## config.mk

```make
export PLATFORM = sky130hd
export DESIGN_NAME = sap2_core
export DESIGN_NICKNAME = d
export VERILOG_FILES = /design/src/rtl/sap2_pkg.sv /design/src/rtl/sap2_alu.sv /design/src/rtl/sap2_core.sv
export SDC_FILE = /design/constraint.sdc
export NUM_CORES = 1
export LEC_CHECK = 0
export CELL_PAD_IN_SITES_DETAIL_PLACEMENT = 1
export CELL_PAD_IN_SITES_GLOBAL_PLACEMENT = 2
export CORE_MARGIN = 2
export CORE_UTILIZATION = 36
export DETAILED_ROUTE_END_ITERATION = 8
export GPL_ROUTABILITY_DRIVEN = 0
export HOLD_SLACK_MARGIN = 0.05
export PLACE_DENSITY_LB_ADDON = 0.3
export SYNTH_ARGS = -nofsm -noshare
export SYNTH_HDL_FRONTEND = slang
export SYNTH_HIERARCHICAL = 1
export SYNTH_SLANG_ARGS = --single-unit
```

## constraint.sdc

```tcl
create_clock -name clk -period 6.1 [get_ports clk]
set_input_delay 0.61 -clock clk [delete_from_list [all_inputs] [get_ports clk]]
set_output_delay 0.61 -clock clk [all_outputs]
set_load 0.1 [all_outputs]
```

## src/rtl/sap2_pkg.sv

```systemverilog
// Shared definitions for the SAP-2 accumulator core.
// Opcodes, FSM state encoding and instruction field helpers.
package sap2_pkg;

  localparam logic [3:0] OP_LDA = 4'h0;
  localparam logic [3:0] OP_ADD = 4'h1;
  localparam logic [3:0] OP_SUB = 4'h2;
  localparam logic [3:0] OP_STA = 4'h3;
  localparam logic [3:0] OP_LDI = 4'h4;
  localparam logic [3:0] OP_JMP = 4'h5;
  localparam logic [3:0] OP_JC  = 4'h6;
  localparam logic [3:0] OP_JZ  = 4'h7;
  localparam logic [3:0] OP_OUT = 4'hE;
  localparam logic [3:0] OP_HLT = 4'hF;

  localparam logic [2:0] S_F_ADDR = 3'd0;
  localparam logic [2:0] S_F_MEM  = 3'd1;
  localparam logic [2:0] S_DECODE = 3'd2;
  localparam logic [2:0] S_E_ADDR = 3'd3;
  localparam logic [2:0] S_E_MEM  = 3'd4;
  localparam logic [2:0] S_E_ALU  = 3'd5;
  localparam logic [2:0] S_HALT   = 3'd6;

  // Top nibble of a dw-bit instruction word.
  function automatic logic [3:0] op_field(
    input logic [31:0] ir,
    input int          dw
  );
    return ir[dw-1 -: 4];
  endfunction

  // Low aw bits of an instruction word, zero-extended.
  function automatic logic [31:0] arg_field(
    input logic [31:0] ir,
    input int          aw
  );
    return ir & ((32'd1 << aw) - 32'd1);
  endfunction

endpackage

```

## src/rtl/sap2_alu.sv

```systemverilog
// Combinational add/subtract unit with carry-out and zero detect.
// Ports: a, b operands; sub selects a+~b+1; sum, carry, zero results.
module sap2_alu #(
  parameter int W = 8
) (
  input  logic [W-1:0] a,
  input  logic [W-1:0] b,
  input  logic         sub,
  output logic [W-1:0] sum,
  output logic         carry,
  output logic         zero
);

  logic [W-1:0] bx;
  logic [W:0]   r;

  // Subtract as two's complement add; carry=1 means no borrow.
  assign bx    = sub ? ~b : b;
  assign r     = {1'b0, a} + {1'b0, bx} + {{W{1'b0}}, sub};
  assign sum   = r[W-1:0];
  assign carry = r[W];
  assign zero  = (r[W-1:0] == '0);

endmodule

```

## src/rtl/sap2_core.sv

```systemverilog
// SAP-2 accumulator CPU with variable-length FSM and req/ack memory port.
// Ports: clk/clr_n, mem_* handshake, out_data/out_valid, halted, *_dbg state.
module sap2_core
  import sap2_pkg::*;
#(
  parameter int DATA_W   = 8,
  parameter int RESET_PC = 0
) (
  input  logic                 clk,
  input  logic                 clr_n,
  output logic                 mem_req,
  output logic                 mem_we,
  output logic [DATA_W-5:0]    mem_addr,
  output logic [DATA_W-1:0]    mem_wdata,
  input  logic [DATA_W-1:0]    mem_rdata,
  input  logic                 mem_ack,
  output logic [DATA_W-1:0]    out_data,
  output logic                 out_valid,
  output logic                 halted,
  output logic [DATA_W-5:0]    pc_dbg,
  output logic [DATA_W-1:0]    acc_dbg,
  output logic [1:0]           flags_dbg
);

  localparam int ADDR_W = DATA_W - 4;

  logic [2:0]        state;
  logic [ADDR_W-1:0] pc;
  logic [ADDR_W-1:0] mar;
  logic [DATA_W-1:0] acc;
  logic [DATA_W-1:0] b;
  logic [DATA_W-1:0] ir;
  logic              cf;
  logic              zf;

  logic [31:0]       ir_w;
  logic [3:0]        opcode;
  logic [ADDR_W-1:0] operand;
  logic [DATA_W-1:0] imm;
  logic              xfer;

  logic [DATA_W-1:0] alu_sum;
  logic              alu_c;
  logic              alu_z;

  assign ir_w    = 32'(ir);
  assign opcode  = op_field(ir_w, DATA_W);
  assign operand = ADDR_W'(arg_field(ir_w, ADDR_W));
  assign imm     = {4'b0000, operand};
  assign xfer    = mem_req & mem_ack;

  sap2_alu #(
    .W(DATA_W)
  ) u_alu (
    .a    (acc),
    .b    (b),
    .sub  (opcode == OP_SUB),
    .sum  (alu_sum),
    .carry(alu_c),
    .zero (alu_z)
  );

  assign mem_addr  = mar;
  assign mem_wdata = (mem_req && mem_we) ? acc : '0;
  assign halted    = (state == S_HALT);
  assign pc_dbg    = pc;
  assign acc_dbg   = acc;
  assign flags_dbg = {cf, zf};

  // mem_req/mem_we are registered: set on entry to a memory
  // state, cleared on the edge that completes the transfer.
  always_ff @(posedge clk or negedge clr_n) begin
    if (!clr_n) begin
      state     <= S_F_ADDR;
      pc        <= ADDR_W'(RESET_PC);
      mar       <= '0;
      acc       <= '0;
      b         <= '0;
      ir        <= '0;
      cf        <= 1'b0;
      zf        <= 1'b0;
      mem_req   <= 1'b0;
      mem_we    <= 1'b0;
      out_data  <= '0;
      out_valid <= 1'b0;
    end else begin
      out_valid <= 1'b0;
      unique case (state)
        S_F_ADDR: begin
          mar     <= pc;
          mem_req <= 1'b1;
          mem_we  <= 1'b0;
          state   <= S_F_MEM;
        end
        S_F_MEM: begin
          if (xfer) begin
            ir      <= mem_rdata;
            pc      <= pc + ADDR_W'(1);
            mem_req <= 1'b0;
            state   <= S_DECODE;
          end
        end
        S_DECODE: begin
          state <= S_F_ADDR;
          unique case (opcode)
            OP_LDA, OP_ADD, OP_SUB, OP_STA: begin
              state <= S_E_ADDR;
            end
            OP_LDI: begin
              acc <= imm;
              zf  <= (operand == '0);
            end
            OP_JMP: pc <= operand;
            OP_JC: begin
              if (cf) pc <= operand;
            end
            OP_JZ: begin
              if (zf) pc <= operand;
            end
            OP_OUT: begin
              out_data  <= acc;
              out_valid <= 1'b1;
            end
            OP_HLT: state <= S_HALT;
            default: ;
          endcase
        end
        S_E_ADDR: begin
          mar     <= operand;
          mem_req <= 1'b1;
          mem_we  <= (opcode == OP_STA);
          state   <= S_E_MEM;
        end
        S_E_MEM: begin
          if (xfer) begin
            mem_req <= 1'b0;
            mem_we  <= 1'b0;
            state   <= S_F_ADDR;
            unique case (opcode)
              OP_LDA: begin
                acc <= mem_rdata;
                zf  <= (mem_rdata == '0);
              end
              OP_ADD, OP_SUB: begin
                b     <= mem_rdata;
                state <= S_E_ALU;
              end
              default: ;
            endcase
          end
        end
        S_E_ALU: begin
          acc   <= alu_sum;
          cf    <= alu_c;
          zf    <= alu_z;
          state <= S_F_ADDR;
        end
        S_HALT: begin
          mem_req <= 1'b0;
          state   <= S_HALT;
        end
        default: state <= S_F_ADDR;
      endcase
    end
  end

endmodule

```

==> metrics.md, run 1 <==
| Metric | Value |
|---|---|
| Final hold violations | `0` |
| Post-DP Area | `between 3000 and 4000 um^2` |
| Fin crit share | `0.614` |
| Leading register cell type out of synthesis | `dfrtp_1` |
| Detailed Place HPWL | `between 5000 and 6000 um` |
| Fmax achieved | `between 200 and 300 MHz` |
| Syn avg cell area | `about 10 um^2` |
| Root buffer cell | `clkbuf_8` |
| H-tree depth | `2` |
| Total number of vias | `~2400` |
| Synth top area share | `0.413` |
| Dpl ws | `around 2400 ps` |
| Clock transition at path regs | `~90 ps` |
| Slew margin rel. | `0.346` |
| Die area | `slightly below 9000 um^2` |
| Worst EP arrival | `just under 4000 ps` |
| IO Pins | `49` |
| Syn-to-layout area delta | `20.8%` |
| CTS Buffer Depth | `2` |
| Postcts setup bufs | `0` |
| N_diodes | `0` |
| Layout Nets | `350` |
| Clock Latency Late Sink | `310 ps` |
| Yosys warnings | `6` |
| Post-Route WL | `roughly 8000 um` |
| Crit path time final | `3750 ps` |
| DR WL/cell | `18.5 um` |
| Gate Count Post-Synth | `290` |
| Max Fanout on Critical Path | `8` |
| Die height | `roughly 94 um` |
| Crit. End Element | `register` |
| Max cap viols | `0` |
| Leakage power total | `roughly 1.6 nW` |
| Fill cell count | `around 900` |
| Unrepaired setup endpoints after global routing | `no` |
| Synth area leader | `dfrtp_1` |
| Total core area | `about 7800 um^2` |
| CTS resizes | `0` |
| Outcome | `finished clean` |
| Final Instance Area | `3510 um^2` |
| Mapped Nets | `310` |
| Largest net degree at the start of global routing | `between 40 and 50` |
| Pre-antenna DRT Iters | `4` |
| Grt ovf | `0` |
| # setup viols final | `0` |
| Number of global-route vias before repair | `2522` |
| Critical Path Start Type | `register` |
| Synthesized area | `2910 um^2` |
| Die Wd | `~94 um` |
| PwrDens | `about 160 nW/um^2` |
| Hold_buf cts | `0` |
| Largest cells by area after synthesis | `dfrtp_1, mux2_2, ha_1, o21ai_0, a21oi_1` |
| CTS sink count | `48` |
| Placed insts | `around 430` |
| DR iter-0 viols | `106` |
| Non-filler cells, final | `roughly 430` |
| Num rows | `32` |
| Synth cell types | `52` |
| Sequential cell area fraction in the yosys report | `0.413` |
| FF-to-FF Start | `ir[6]` |
| Num CTS Buffers | `5` |
| Reg2Reg Setup Slack | `about 2400 ps` |
| Slew of the pin with the lowest slew margin | `978 ps` |
| Crit path launch | `ir[6]` |
| Global-route wire length before repair | `around 13000 um` |
| Crit path kind | `register to register` |
| WP data required | `about 6300 ps` |
| Register bit count reported by yosys | `48` |
| Layout cells sized above 1 | `0.161` |
| Power, Total | `~550 uW` |
| FFs w/ async S/R, synth | `1.00` |
| ANT nets after route | `0` |
| Setup TNS | `0 ps` |
| Residual DRC | `0` |
| Pins over their slew limit | `0` |
| Drt via density | `5.47` |
| IO buf count | `between 40 and 50` |
| EDFF count, synth | `0` |
| Initial Util | `0.375` |
| TritonCTS clock tree | `done` |
| Fin worst setup slack | `between 2000 and 2500 ps` |
| Setup Skew | `between 2 and 2.5 ps` |
| Initial antenna violation count | `0` |
| Total GRT Usage | `0.195` |
| Max VDD drop | `about 0.067 mV` |
| HP Class | `primary input to async pin` |
[routing by layer]
| layer | global-route usage | routed length, um | vias up |
|---|---|---|---|
| met5 | 0 | 0 | - |
| met4 | 0.0676 | 180 | 0 |
| met3 | 0.0401 | 265 | 13 |
| met2 | 0.331 | 3910 | 50 |
| met1 | 0.246 | 3650 | 1183 |
| li1 | - | - | 1118 |
[power breakdown]
group | total, mW | internal, mW | switching [mW] | leakage [nW]
Clock | 0.188 | 0.0783 | 0.109 | 0.0410
Sequential | 0.321 | 0.319 | 0.00209 | 0.609
Combinational | 0.0399 | 0.0130 | 0.0269 | 0.903
Total | 0.549 | 0.411 | 0.138 | 1.55
[state kept, by name, summed over array words and instances (netlist names)]
name and count:
mem_req 1, out_data 8, state 3, ir 8
out_valid 1, acc_dbg 8, cf 1, mem_we 1
pc_dbg 4, mem_addr 4, b 8, zf 1
[path summary, 6_finish.rpt]
path                               endpoint  cells after the start
worst min register to register  out_data[7]                      1
max in group asynchronous              b[3]                      2
worst min-delay path              pc_dbg[1]                      2
worst max-delay path                     zf                     13
min in group clk                out_data[7]                      1
worst max register to register           zf                     13
[layout make-up]
class                           count  area, um^2  share of cell area
Inverter                            4        15.0             0.00427
Sequential cell                    48        1200               0.342
Clock buffer                        6        72.6              0.0206
Tap cell                          102         128              0.0363
Timing Repair Buffer               51         498               0.142
Clock inverter                      1        5.00             0.00142
Multi-Input combinational cell    220        1600               0.454
[through the flow]
stage	hold slack [ps]	util
after floorplan	314	-
after global placement	490	0.442
after detailed placement	496	0.442
after CTS	421	0.452
after global routing	444	0.452
final	403	0.452
[placed cells by master, fill, tap and decap left out, drive strengths merged, types with 2 or more instances in the layout]
master / n
a211oi: 2
a21oi: 18
a221o: 3
and2: 2
and3: 8
buf: 4
clkbuf: 6
clkdlybuf4s50: 47
dfrtp: 48
ha: 8
inv: 4
mux2: 35
mux2i: 10
nand2: 22
nand2b: 7
nand3: 6
nor2: 25
nor2b: 3
nor3: 5
nor3b: 2
nor4: 3
o21a: 2
o21ai: 19
o22a: 2
o22ai: 5
or4: 2
xnor2: 3
xor2: 10
[cells in the mapped netlist, drive strengths merged (2+ instances only)]
cell,n
nor4,3
mux2i,10
ha,8
nor3,5
xnor2,3
dfrtp,48
nand2,22
nor2b,3
mux2,35
o21a,2
inv,4
nand2b,7
o21ai,19
nand3,6
a221o,3
nor3b,2
xor2,10
a21oi,18
and3,8
or4,2
o22ai,5
nor2,25
clkbuf,13
o22a,2
and2,2
buf,5
a211oi,2
[worst max-delay path, stage by stage, from the launching register on]
cell	delay [ps]
dfrtp_1	430
or2_2	330
nor2_1	750
xor2_1	270
inv_1	90
fa_1	430
nor2b_1	190
o31ai_1	140
a21oi_1	190
xor2_1	240
nor4b_2	80
a21oi_1	160
a21oi_1	90
mux2_2	250
[kinds of logic (layout without fill, tap and decap cells)]
group / after synthesis / in the layout / synth area share
buf+inv: 22 / 62 / 0.0387
flops: 48 / 48 / 0.413
xor+xnor: 13 / 13 / 0.0391
fa+ha+maj: 9 / 9 / 0.0413
compound gates: 59 / 59 / 0.126
mux: 45 / 45 / 0.171
simple gates: 94 / 94 / 0.171
No activity file was read; power rests on OpenSTA's default activity.
==> run 2, diff against run 1 <==
Settings changed: CORE_UTILIZATION 36 to 34.
Clock period 6.1 ns to 3.9 ns, I/O delays scaled along.
==> run 2 against run 1 <==
  * Clock skew increased by 9.1 ps
  * Clock power increased by 120%
  * Critical path depth unchanged
  * Critical endpoint unchanged
  * Register-to-register slack got worse by 1700 ps
  * Count of clock-buffer cells in the layout increased by 1
  * Hold slack got worse by 230 ps
  * Non-clock buffer count increased by 5
  * Sequential cell count unchanged
  * Critical path type unchanged
==> metrics.md, run 2 (synthesized netlist as in run 1, its figures left out) <==
| Metric | Value |
|---|---|
| Dpl ws | `678 ps (-1680 ps)` |
| Largest net degree at the start of global routing | `49 (unchanged)` |
| Die height | `96.5 um (+2.8%)` |
| Critical Path Start Type | `register` |
| Max cap viols | `0 (unchanged)` |
| Total core area | `8260 um^2 (+6.3%)` |
| IO buf count | `48 (unchanged)` |
| Global-route wire length before repair | `13400 um (+0.89%)` |
| Final Instance Area | `3600 um^2 (+2.5%)` |
| IO Pins | `49 (unchanged)` |
| WP data required | `4110 ps (-2190 ps)` |
| Slew of the pin with the lowest slew margin | `988 ps (+9.47 ps)` |
| Pre-antenna DRT Iters | `4 (unchanged)` |
| Drt via density | `5.39 (-1.5%)` |
| Die Wd | `96.5 um (+2.8%)` |
| H-tree depth | `2 (unchanged)` |
| Slew margin rel. | `0.339 (-0.00634)` |
| Max Fanout on Critical Path | `8 (unchanged)` |
| Most frequent cells in the layout | `dfrtp_1, clkdlybuf4s50_1, mux2_2` |
| FF-to-FF Start | `ir[7]` |
| Worst EP arrival | `3410 ps (-540 ps)` |
| Reg2Reg Depth | `13 (unchanged)` |
| Total number of vias | `2376 (+0.51%)` |
| Commonest non-fill, non-tap cell in the layout | `dfrtp_1` |
| Setup TNS | `0 ps (unchanged)` |
| TritonCTS clock tree | `done` |
| Hold_ws | `176 ps (-226 ps)` |
| # setup viols final | `0 (unchanged)` |
| Postcts setup bufs | `0 (unchanged)` |
| N_diodes | `0 (unchanged)` |
| Post-DP Area | `3480 um^2 (+1.1%)` |
| Post-Route WL | `8130 um (+1.4%)` |
| Layout cells sized above 1 | `0.182 (+0.0209)` |
| Num CTS Buffers | `5 (unchanged)` |
| Hold_buf cts | `0 (unchanged)` |
| Root buffer cell | `clkbuf_8` |
| Number of global-route vias before repair | `2532 (+0.40%)` |
| Max VDD drop | `0.172 mV (+160%)` |
| Crit path launch | `ir[7]` |
| DR WL/cell | `18.4 um (-0.62%)` |
| ANT nets after route | `0 (unchanged)` |
| DR iter-0 viols | `160 (+51%)` |
| Crit. End Element | `register` |
| CTS resizes | `0 (unchanged)` |
| Fill cell count | `936 (+3.8%)` |
| CTS sink count | `48 (unchanged)` |
| Residual DRC | `0 (unchanged)` |
| Initial Util | `0.352 (-0.0222)` |
| Pins over their slew limit | `0 (unchanged)` |
| Die area | `9310 um^2 (+5.6%)` |
| Crit path kind | `register to register` |
| Detailed Place HPWL | `5800 um (+2.1%)` |
| Syn-to-layout area delta | `23.8%` |
| Outcome | `finished clean` |
| Fmax achieved | `312 MHz (+17%)` |
| PwrDens | `270 nW/um^2 (+73%)` |
| Leakage power total | `1.60 nW (+3.0%)` |
| Power, Total | `971 uW (+77%)` |
| Unrepaired setup endpoints after global routing | `no` |
| Setup Skew | `11.2 ps (+9.13 ps)` |
| Final hold violations | `0 (unchanged)` |
| Num rows | `33 (+3.1%)` |
| CTS Buffer Depth | `2 (unchanged)` |
| Clock Latency Late Sink | `310 ps (about the same)` |
| HP Class | `primary input to async pin` |
| Crit path time final | `3210 ps (-542 ps)` |
| Grt ovf | `0 (unchanged)` |
| Fin worst setup slack | `694 ps (-1660 ps)` |
| Total GRT Usage | `0.189 (-0.00590)` |
| Clock transition at path regs | `100 ps (about the same)` |
| Initial antenna violation count | `0 (unchanged)` |
| Fin crit share | `0.822 (+0.208)` |
| Layout Nets | `355 (+1.4%)` |
[run 2: changes by cell type in the layout (fill, tap and decap cells not counted)]
cell,change
clkdlybuf4s50_1,-1
bufinv_16,+1
clkbuf_1,-1
clkbuf_8,+2
buf_4,+6
clkinv_2,-1
[run 2: worst paths after layout]
path	to	slack, ps
max in group asynchronous	b[1]	3280
hold / removal	pc_dbg[2]	180
setup reg to reg	zf	690
min in group clk	out_data[4]	520
hold reg to reg	out_data[4]	520
setup / recovery	zf	690
[run 2: stage by stage]
step	instances	util
after CTS	441	0.436
final	441	0.436
after global routing	441	0.436
after detailed placement	433	0.421
after floorplan	290	-
after global placement	433	0.421
[run 2: final cells by class]
type                            instances  area, um^2  share of cell area
Clock inverter                          1        30.0             0.00834
Sequential cell                        48        1200               0.333
Inverter                                4        15.0             0.00417
Clock buffer                            7        96.3              0.0267
Tap cell                              105         131              0.0365
Timing Repair Buffer                   56         533               0.148
Multi-Input combinational cell        220        1600               0.443
[run 2: worst max-delay path, stage by stage (launching register included)]
cell and delay, ps:
dfrtp_1 420, or2_2 340, nor2_1 110, buf_4 200, xor2_1 170, ha_1 310
a21oi_1 280, o22ai_2 130, a211oi_1 310, xnor2_1 240, nor4b_2 90, a21oi_1 160
a21oi_1 80, mux2_2 250
[run 2: power breakdown]
part	switching (mW)	internal [mW]	total (mW)
combinational	0.0424	0.0203	0.0628
sequential	0.00319	0.499	0.503
clock	0.179	0.227	0.406
[run 2: routing by layer]
metal  routed length (um)  global-route usage  share of wire
met1                 3790               0.249           0.47
met4                   71              0.0434         0.0087
met3                  233              0.0318          0.029
met5                    0                   0              0
met2                 4030               0.326           0.50
==> run 3, diff against run 2 <==
Clock period 3.9 ns to 3.1 ns, I/O delays scaled along.
==> run 3 against run 2 <==
  * Global-route usage is 0.29 points lower
  * Sequential cell count stayed put
  * Combinational power rose by 28%
  * Critical path type unchanged
  * Highest routed layer unchanged
  * Routed wire length rose by 1.7%
  * Largest cell class unchanged
==> metrics.md, run 3 (synthesized netlist as in run 1, its figures left out) <==
| Metric | Value |
|---|---|
| Outcome | `finished clean` |
| Drt via density | `5.30 (-1.7%)` |
| Syn-to-layout area delta | `26.8%` |
| Cells on Worst Hold Path | `1` |
| Pre-antenna DRT Iters | `4 (unchanged)` |
| Die Wd | `96.5 um (unchanged)` |
| Clock transition at path regs | `100 ps (about the same)` |
| H-tree depth | `2 (unchanged)` |
| Clock Latency Late Sink | `310 ps (about the same)` |
| Slowest stage delay, CP | `540 ps (+120 ps)` |
| FF-to-FF Start | `ir[4]` |
| Total number of vias | `2404 (+1.2%)` |
| DR WL/cell | `18.2 um (-1.2%)` |
| IO Pins | `49 (unchanged)` |
| Reg2Reg Setup Slack | `130 ps (-560 ps)` |
| Initial antenna violation count | `0 (unchanged)` |
| Slowest CP cell | `fa_2` |
| Global-route wire length before repair | `13000 um (-2.6%)` |
| Final hold violations | `0 (unchanged)` |
| Grt ovf | `0 (unchanged)` |
| Finished Core Util | `0.447 (+0.0106)` |
| Setup Skew | `13.3 ps (+2.17 ps)` |
| CTS sink count | `48 (unchanged)` |
| Critical Path Start Type | `register` |
| N_diodes | `0 (unchanged)` |
| Pins over their slew limit | `0 (unchanged)` |
| Final Instance Area | `3690 um^2 (+2.4%)` |
| Crit path time final | `2970 ps (-239 ps)` |
| Total core area | `8260 um^2 (unchanged)` |
| PwrDens | `332 nW/um^2 (+23%)` |
| Num rows | `33 (unchanged)` |
| Crit path to | `zf` |
| Crit path kind | `register to register` |
| Reg2Reg Depth | `13 (unchanged)` |
| RR Endpoint | `zf` |
| Crit. End Element | `register` |
| Initial Util | `0.352 (unchanged)` |
| Layout cells sized above 1 | `0.304 (+0.122)` |
| Num CTS Buffers | `5 (unchanged)` |
| Root buffer cell | `clkbuf_8` |
| TritonCTS clock tree | `done` |
| Leakage power total | `1.71 nW (+6.5%)` |
| Crit path launch | `ir[4]` |
| Fill cell count | `938 (+0.21%)` |
| Total GRT Usage | `0.186 (-0.00287)` |
| Worst hold start | `out_data[1]` |
| Post-Route WL | `8270 um (+1.7%)` |
| DR iter-0 viols | `77 (-52%)` |
| WP data required | `3360 ps (-750 ps)` |
| Switching share of power | `0.232 (about the same)` |
| Gate power share | `0.066 (about the same)` |
| Max Fanout on Critical Path | `7 (-1)` |
| CTS Buffer Depth | `2 (unchanged)` |
| Most frequent cells in the layout | `dfrtp_1, buf_4, mux2_2` |
| Crit-path cells | `nand2b_1 > nor2_4 > buf_6 > xor2_2 > inv_1 > fa_2 > inv_2 > or3_4 > a211oi_2 > nor4b_2 > a21oi_1 > a21oi_1 > mux2_4` |
| Post-DP Area | `3460 um^2 (-0.43%)` |
| Unrepaired setup endpoints after global routing | `yes` |
| Slew of the pin with the lowest slew margin | `974 ps (-13.5 ps)` |
| Fmax achieved | `337 MHz (+8.1%)` |
| Number of global-route vias before repair | `2490 (-1.7%)` |
| Fin crit share | `0.957 (+0.135)` |
| Clk pwr share | `0.418 (about the same)` |
| Layout Nets | `368 (+3.7%)` |
| Residual DRC | `0 (unchanged)` |
| Commonest non-fill, non-tap cell in the layout | `dfrtp_1` |
| Detailed Place HPWL | `5830 um (+0.50%)` |
| Seq pwr share | `0.517 (about the same)` |
| ANT nets after route | `0 (unchanged)` |
| Largest net degree at the start of global routing | `30 (-39%)` |
| HP Class | `register to register` |
| # setup viols final | `0 (unchanged)` |
| P_sw | `283 uW (+26%)` |
| Die height | `96.5 um (unchanged)` |
| Max VDD drop | `0.153 mV (-11%)` |
| Hold_ws | `515 ps (+339 ps)` |
| Worst EP arrival | `3230 ps (-180 ps)` |
| IO buf count | `48 (unchanged)` |
| Internal power | `940 uW (+26%)` |
| Max cap viols | `0 (unchanged)` |
| CP most frequent cell | `a21oi_1` |
| Die area | `9310 um^2 (unchanged)` |
| Slew margin rel. | `0.348 (+0.00903)` |
[run 3: cell count changes in the layout (fill, tap and decap cells not counted), sizes merged]
cell,change
buf,+36
dlygate4sd3,+1
clkdlybuf4s50,-24
[run 3: cell type report]
class,instances,area [um^2],share of cell area
multi-input combinational,220,1640,0.444
sequential,48,1200,0.326
timing repair buffer,69,577,0.156
tap,105,131,0.0356
clock buffer,7,96.3,0.0261
clock inverter,1,30.0,0.00814
inverter,4,15.0,0.00407
[run 3: metal layers]
layer  global-route usage  share of wire  vias up
met5                    0              0        -
met4               0.0458         0.0085        0
met3               0.0279          0.027        7
met2                0.326           0.49       37
met1                0.241           0.47     1197
li1                     -              -     1163
[run 3: repair_timing]
item                                    CTS  global route
pin swaps                                 1             9
hold buffers                              1             0
hold endpoints to repair                 26             0
gates resized for setup                   1            12
setup buffers                             1             5
endpoints found under the setup margin    1             1
[run 3: metrics by stage]
step,worst slack (ps),cells,TNS [ps],total power [mW]
floorplan,167,290,0,0.680
CTS,8.74,449,0,1.24
finish,134,454,0,1.22
global placement,98.7,439,0,0.723
detailed placement,11.0,439,0,0.723
global route,-54.5,454,-54.5,1.27
[run 3: power by group through the flow]
| stage | registers, mW | logic (mW) | clock network (mW) |
|---|---|---|---|
| 2_1_floorplan | 0.663 | 0.0170 | 0 |
| 3_3_place_gp | 0.644 | 0.0785 | 0 |
| 3_5_place_dp | 0.644 | 0.0783 | 0 |
| 4_1_cts | 0.632 | 0.0808 | 0.529 |
| 5_1_grt | 0.633 | 0.0867 | 0.546 |
| 6_report | 0.632 | 0.0806 | 0.511 |
[run 3: worst min-delay path by stage]
| stage | endpoint | slack [ps] |
|---|---|---|
| after global routing | out_data[1] | 530 |
| final | out_data[1] | 520 |
| after floorplan | acc_dbg[0] | 10 |
| after detailed placement | pc_dbg[2] | 380 |
| after CTS | out_data[1] | 520 |
| after global placement | pc_dbg[0] | 380 |
[run 3: critical path: cells and delay by family, from the launching register on]
family	cells	cell delay, ps
AO/OA/AOI/OAI	3	440
adder cells (fa/ha/maj)	1	540
XOR/XNOR	1	190
flip-flops	1	380
AND/OR/NAND/NOR	4	950
multiplexers	1	150
buffers and inverters	3	270
